`src/rtl/montador_senha_pkg.sv`:
```
// Shared types for the keypad entry path of the electronic lock.
// Attempt buffer layout and key-code constants.
package montador_senha_pkg;

    localparam int MAX_DIGITOS = 20;
    localparam int MIN_DIGITOS = 4;

    localparam logic [3:0] TECLA_LIMPA  = 4'hA;
    localparam logic [3:0] TECLA_ENTRA  = 4'hB;
    localparam logic [3:0] DIGITO_VAZIO = 4'hF;

    // digit i lives in [i]; [0] is the oldest digit held
    typedef logic [MAX_DIGITOS-1:0][3:0] senhaPac_t;

    function automatic senhaPac_t senha_vazia();
        return {MAX_DIGITOS{DIGITO_VAZIO}};
    endfunction

endpackage

```
`src/rtl/montador_senha_if.sv`:
```
// Keypad-to-checker bundle for the password assembler.
// master drives keys and completion, slave is the assembler.
interface montador_senha_if;
    import montador_senha_pkg::*;

    logic       key_valid;
    logic [3:0] key_code;
    logic       verif_done;
    senhaPac_t  senha_teste;
    logic       senha_valid;
    logic [4:0] num_digitos;
    logic       ocupado;
    logic       timeout;
    logic       entrada_invalida;

    modport master (
        output key_valid, key_code, verif_done,
        input  senha_teste, senha_valid, num_digitos,
        input  ocupado, timeout, entrada_invalida
    );

    modport slave (
        input  key_valid, key_code, verif_done,
        output senha_teste, senha_valid, num_digitos,
        output ocupado, timeout, entrada_invalida
    );

endinterface

```
`src/rtl/montador_senha_temporizador.sv`:
```
// Saturating inactivity timer shared by the lock timeouts.
// expirou flags the last idle cycle before the limit.
module temporizador_inatividade #(
    parameter int CICLOS = 50_000_000
) (
    input  logic clk,
    input  logic rst,
    input  logic reload,
    input  logic enable,
    output logic expirou
);

    localparam int W = $clog2(CICLOS + 1);
    localparam logic [W-1:0] LIM = W'(CICLOS - 1);

    logic [W-1:0] cnt;

    always_ff @(posedge clk) begin
        if (rst || reload || !enable) begin
            cnt <= '0;
        end else if (cnt != LIM) begin
            cnt <= cnt + 1'b1;
        end
    end

    assign expirou = enable && (cnt == LIM);

endmodule

```
`src/rtl/montador_senha.sv`:
```
// Keypad entry assembler feeding the password checker.
// Buffers digits, submits on '#', holds the attempt until done.
module montador_senha
    import montador_senha_pkg::*;
#(
    parameter int TIMEOUT_CICLOS = 50_000_000
) (
    input  logic clk,
    input  logic rst,
    montador_senha_if.slave bus
);

    typedef enum logic [1:0] {
        IDLE,
        COLETA,
        SUBMIT,
        ESPERA
    } estado_t;

    estado_t    estado, estado_d;
    senhaPac_t  digitos, digitos_d;
    logic [4:0] conta, conta_d;
    logic       valid_q, valid_d;
    logic       to_q, to_d;
    logic       inv_q, inv_d;
    logic       ocup_q, ocup_d;
    logic       key_acc;
    logic       expirou;
    logic       eh_digito;

    assign eh_digito = bus.key_code <= 4'd9;

    always_comb begin
        estado_d  = estado;
        digitos_d = digitos;
        conta_d   = conta;
        valid_d   = 1'b0;
        to_d      = 1'b0;
        inv_d     = 1'b0;
        key_acc   = 1'b0;
        unique case (estado)
            IDLE, COLETA: begin
                if (bus.key_valid && eh_digito) begin
                    key_acc  = 1'b1;
                    estado_d = COLETA;
                    if (conta < 5'(MAX_DIGITOS)) begin
                        digitos_d[conta] = bus.key_code;
                        conta_d = conta + 5'd1;
                    end else begin
                        for (int i = 0; i < MAX_DIGITOS - 1; i++)
                            digitos_d[i] = digitos[i+1];
                        digitos_d[MAX_DIGITOS-1] = bus.key_code;
                    end
                end else if (bus.key_valid &&
                             bus.key_code == TECLA_LIMPA) begin
                    key_acc   = 1'b1;
                    estado_d  = IDLE;
                    digitos_d = senha_vazia();
                    conta_d   = '0;
                end else if (bus.key_valid &&
                             bus.key_code == TECLA_ENTRA) begin
                    key_acc = 1'b1;
                    if (conta >= 5'(MIN_DIGITOS)) begin
                        estado_d = SUBMIT;
                        valid_d  = 1'b1;
                    end else begin
                        inv_d     = 1'b1;
                        estado_d  = IDLE;
                        digitos_d = senha_vazia();
                        conta_d   = '0;
                    end
                end else if (estado == COLETA && expirou) begin
                    to_d      = 1'b1;
                    estado_d  = IDLE;
                    digitos_d = senha_vazia();
                    conta_d   = '0;
                end
            end
            SUBMIT: estado_d = ESPERA;
            ESPERA: begin
                // completion beats a coincident timeout
                if (bus.verif_done || expirou) begin
                    to_d      = !bus.verif_done;
                    estado_d  = IDLE;
                    digitos_d = senha_vazia();
                    conta_d   = '0;
                end
            end
            default: estado_d = IDLE;
        endcase
        ocup_d = (estado_d == SUBMIT) || (estado_d == ESPERA);
    end

    always_ff @(posedge clk) begin
        if (rst) begin
            estado  <= IDLE;
            digitos <= senha_vazia();
            conta   <= '0;
            valid_q <= 1'b0;
            to_q    <= 1'b0;
            inv_q   <= 1'b0;
            ocup_q  <= 1'b0;
        end else begin
            estado  <= estado_d;
            digitos <= digitos_d;
            conta   <= conta_d;
            valid_q <= valid_d;
            to_q    <= to_d;
            inv_q   <= inv_d;
            ocup_q  <= ocup_d;
        end
    end

    temporizador_inatividade #(
        .CICLOS(TIMEOUT_CICLOS)
    ) u_tempo (
        .clk    (clk),
        .rst    (rst),
        .reload (key_acc || (estado_d != estado)),
        .enable ((estado == COLETA) || (estado == ESPERA)),
        .expirou(expirou)
    );

    assign bus.senha_teste      = digitos;
    assign bus.senha_valid      = valid_q;
    assign bus.num_digitos      = conta;
    assign bus.ocupado          = ocup_q;
    assign bus.timeout          = to_q;
    assign bus.entrada_invalida = inv_q;

endmodule

```
`src/flat_wrapper.sv`:
```
// flat-port wrapper written by rule: the top's interface ports become plain ports
module montador_senha_flat import montador_senha_pkg::*;
#(
    parameter int TIMEOUT_CICLOS = 50_000_000
)
  (clk, rst, bus_key_valid, bus_key_code, bus_verif_done, bus_senha_teste, bus_senha_valid, bus_num_digitos, bus_ocupado, bus_timeout, bus_entrada_invalida);
  montador_senha_if bus_i ();
  input  logic clk;
  input  logic rst;
  input wire logic [$bits(bus_i.key_valid)-1:0] bus_key_valid;
  input wire logic [$bits(bus_i.key_code)-1:0] bus_key_code;
  input wire logic [$bits(bus_i.verif_done)-1:0] bus_verif_done;
  output wire logic [$bits(bus_i.senha_teste)-1:0] bus_senha_teste;
  output wire logic [$bits(bus_i.senha_valid)-1:0] bus_senha_valid;
  output wire logic [$bits(bus_i.num_digitos)-1:0] bus_num_digitos;
  output wire logic [$bits(bus_i.ocupado)-1:0] bus_ocupado;
  output wire logic [$bits(bus_i.timeout)-1:0] bus_timeout;
  output wire logic [$bits(bus_i.entrada_invalida)-1:0] bus_entrada_invalida;
  assign bus_i.key_valid = bus_key_valid;
  assign bus_i.key_code = bus_key_code;
  assign bus_i.verif_done = bus_verif_done;
  assign bus_senha_teste = bus_i.senha_teste;
  assign bus_senha_valid = bus_i.senha_valid;
  assign bus_num_digitos = bus_i.num_digitos;
  assign bus_ocupado = bus_i.ocupado;
  assign bus_timeout = bus_i.timeout;
  assign bus_entrada_invalida = bus_i.entrada_invalida;
  montador_senha #(.TIMEOUT_CICLOS(TIMEOUT_CICLOS)) u_core (.clk(clk), .rst(rst), .bus(bus_i));
endmodule
```
`config.mk`:
```
export PLATFORM = sky130hd
export DESIGN_NAME = montador_senha_flat
export DESIGN_NICKNAME = d
export VERILOG_FILES = /design/src/rtl/montador_senha_pkg.sv /design/src/rtl/montador_senha_if.sv /design/src/rtl/montador_senha_temporizador.sv /design/src/rtl/montador_senha.sv /design/src/flat_wrapper.sv
export SDC_FILE = /design/constraint.sdc
export NUM_CORES = 1
export LEC_CHECK = 0
export BUFFER_PORTS_ARGS = -buffer_cell sky130_fd_sc_hd__buf_2
export CAP_MARGIN = 20
export CORE_MARGIN = 2
export CORE_UTILIZATION = 45
export CTS_CLUSTER_DIAMETER = 100
export DETAILED_ROUTE_END_ITERATION = 10
export PLACE_DENSITY = 0.77
export SLEW_MARGIN = 20
export SYNTH_ARGS = -nofsm -noshare
export SYNTH_HDL_FRONTEND = slang
export SYNTH_SLANG_ARGS = --single-unit
```
`constraint.sdc`:
```
create_clock -name clk -period 2.15 [get_ports clk]
set_input_delay 0 -clock clk [delete_from_list [all_inputs] [get_ports clk]]
set_output_delay 0 -clock clk [all_outputs]
set_load 0.01 [all_outputs]
```
==> impl_metrics.yaml <==
worst_setup_path:
  slowest_delay_ns: 0.46
  required_ns: 2.50
  worstSetupStartpoint: "u_core.u_tempo.cnt[1]"
  path_cells: "ha_1 -> and3_2 -> nand4_4 -> o31a_2 -> buf_4 -> nor2_2 -> mux2i_1"
  r2r-start: "u_core.u_tempo.cnt[1]"
  worstPathArrival_ns: 2.42
  crit_type: "flip-flop to flip-flop"
  r2r_cells: 7
  critPathMaxFanout: 10
  cpMaxStageDelayCell: "o31a_2"
  crit_path_start_kind: "flip-flop"
  endpoint_kind: "flip-flop"
synth:
  synth-seq-cells: 117
  synthCells: 778
  synth_edf_count: 0
  synthArstFlopShare_pct: 0
  ys_warn_count: 0
  yosys_most_used_dff: "dfxtp_1"
  syn_nets: 791
  netlist_area_mm2: 0.00636
  avgSynthCellArea_um2: 8.17
  ys_seq_area_share_pct: 36.9
  synth_cell_types: 62
placement:
  postPlaceCellArea_mm2: 0.00718
  io_buffers: 96
  gp_congestion: 0.854
  dpl.hpwl_um: 13300
cells_and_area:
  drive_gt1_share_pct: 23.4
  fill_cells: 1212
  antenna_cells: 0
  layout_common_cells: "nor2_1 (155), dfxtp_1 (116), buf_2 (95)"
  areaGrowthSynthToFinish_pct: 24.0
  finalNetCount: 894
  design_area_mm2: 0.00788
  mostFrequentLayoutCell: "nor2_1"
die:
  die_h_um: 123
  die_width_um: 123
  num_io_pins: 97
  num_rows: 43
  dieArea_mm2: 0.0151
  core_area_mm2: 0.0138
  start_util_pct: 46.0
detailed_routing:
  drt-total-wl_um: 19000
  drc: 0
  ant_nets: 0
  num_vias: 6495
  post_drt_wl_per_cell_um: 17.7
  drt_pass1_iterations: 5
  viasPerCell: 6.05
  drtIter0Drc: 612
timing:
  whs_ns: 0.140
  relSlewSlack_pct: 60.2
  rsz0062_at_grt: "yes"
  setup_viol: 0
  drv_slew: 0
  fin_skew_ns: 0.00770
  finalCritPeriodShare_pct: 96.2
  post-route-min-period_ns: 2.07
  tightest_slew_ns: 0.598
  hold_viol_final: 0
  achievable-frequency_mhz: 483
cts:
  numCtsBuffers: 17
  cts_tree: "yes"
  clk_pin_slew_ns: 0.05
  cts_max_level: 4
  insertion_delay_ns: 0.43
  clock_path_buffers: 2
  cts_root_buf: "clkbuf_16"
  cts.sinks: 117
worst_hold_path:
  holdPathStages: 4
  hold_path.class: "primary input to flip-flop"
  min_from: "bus_key_code[0]"
grt:
  use_met2_pct: 38.4
  grt_usage_pct: 25.8
  gr-usage-met3_pct: 6.04
  grtUsageMet1_pct: 34.3
  antenna_found_initial: 0
  grt_pass1_vias: 5848
  grt_busiest_layer: "met2"
  overflow: 0
  grt_max_degree: 59
  grt_first_pass_wirelength_um: 30100
pwr:
  p_leak_nw: 2.85
  ir_drop_uv: 577
  powerDensity_mw_per_mm2: 726
job:
  maxCapViolCount: 0
run_status:
  status: "finished clean"
## state kept, by name (all words and copies together), names as in the netlist
name / count
u_core.u_tempo.cnt: 26
u_core.bus.senha_valid: 1
u_core.bus.ocupado: 1
u_core.bus.senha_teste: 80
u_core.bus.timeout: 1
u_core.bus.entrada_invalida: 1
u_core.estado: 2
u_core.bus.num_digitos: 5
## final cells by class
class                   count  area [um2]  area share (%)
clock buffers              20         467            5.92
clock inverters            12         153            1.94
inverters                  12        45.0           0.572
multi-input cells         587        3750            47.7
flip-flops and latches    117        2340            29.7
well taps                 180         225            2.86
repair buffers            146         891            11.3
## metrics by stage
step                      setup TNS, ns  setup slack (ns)  cells  util (%)  power [mW]
after floorplan                       0             0.123    778         -        2.62
after global placement                0             0.114   1038      51.9        2.79
after detailed placement              0            0.0395   1038      51.9        2.80
after CTS                             0            0.0182   1073      56.6        5.75
after global routing            -0.0167           -0.0101   1074      57.0        5.91
final                                 0            0.0812   1074      57.0        5.72
## routing by layer
layer,share of wire [%],vias to the layer above
li1,-,3069
met1,42,3028
met2,46,339
met3,8.4,59
met4,3.4,0
met5,0,-
## what timing repair did
item,in CTS,in global routing
resized for setup,0,9
hold endpoints to repair,5,0
endpoints found under the setup margin,0,23
hold buffers,3,0
buffers inserted,0,1
## report_power, final
part | internal (mW) | switching [mW] | total, mW
registers | 2.21 | 0.0416 | 2.26
clock network | 1.91 | 1.04 | 2.95
logic | 0.193 | 0.321 | 0.514
total | 4.31 | 1.40 | 5.72
## Yosys cell counts, types with 2 or more instances
master / instances / area, um2
a22o_1: 24 / 210
o32ai_1: 5 / 43.8
nand4_1: 4 / 25.0
a21boi_0: 2 / 15.0
o21ai_1: 2 / 10.0
nor3_1: 27 / 135
a21oi_1: 38 / 190
o211ai_1: 5 / 37.5
ha_1: 5 / 62.6
and3_1: 6 / 37.5
a211oi_1: 22 / 165
buf_2: 9 / 45.0
clkbuf_2: 2 / 10.0
xnor2_1: 19 / 166
dfxtp_1: 117 / 2340
nor3b_1: 2 / 15.0
o21a_1: 3 / 22.5
a31oi_1: 4 / 25.0
xor2_1: 5 / 43.8
and2_1: 4 / 25.0
or2_2: 4 / 25.0
o22ai_1: 9 / 56.3
clkbuf_1: 45 / 169
mux2i_1: 41 / 410
or4_1: 5 / 37.5
nand2_1: 29 / 109
nor2_2: 10 / 62.6
inv_1: 11 / 41.3
and4_1: 2 / 17.5
nand2b_1: 7 / 43.8
nor2_1: 157 / 589
o21ai_0: 23 / 115
a221oi_1: 40 / 350
nand3_1: 22 / 110
buf_1: 4 / 15.0
nor2b_1: 10 / 62.6
a311oi_1: 12 / 105
a22oi_1: 9 / 67.6
or3_1: 4 / 25.0
o21bai_1: 4 / 30.0
o31a_1: 4 / 35.0
## worst paths after layout
path | end | slack (ns)
setup / recovery | u_core.bus.senha_teste[13] | 0.08
hold / removal | u_core.bus.senha_teste[76] | 0.14
setup reg to reg | u_core.bus.senha_teste[13] | 0.08
hold reg to reg | u_core.bus.senha_teste[2] | 0.52
## critical path: cells and delay by family (launching register included)
kind                     cells  cell delay (ns)
adder cells (fa/ha/maj)      1             0.17
AO/OA/AOI/OAI                1             0.46
multiplexers                 1             0.24
flip-flops                   1             0.34
buffers and inverters        1             0.22
AND/OR/NAND/NOR              3             0.57
## kinds of logic after synthesis
group / count (synthesis) / share of synthesized area [%]
AO/OA/AOI/OAI: 214 / 25.0
XOR/XNOR: 24 / 3.31
adder cells (fa/ha/maj): 5 / 0.984
buffers and inverters: 74 / 4.76
flip-flops: 117 / 36.9
multiplexers: 42 / 6.69
AND/OR/NAND/NOR: 302 / 22.4
(Power assumes the default switching activity.)
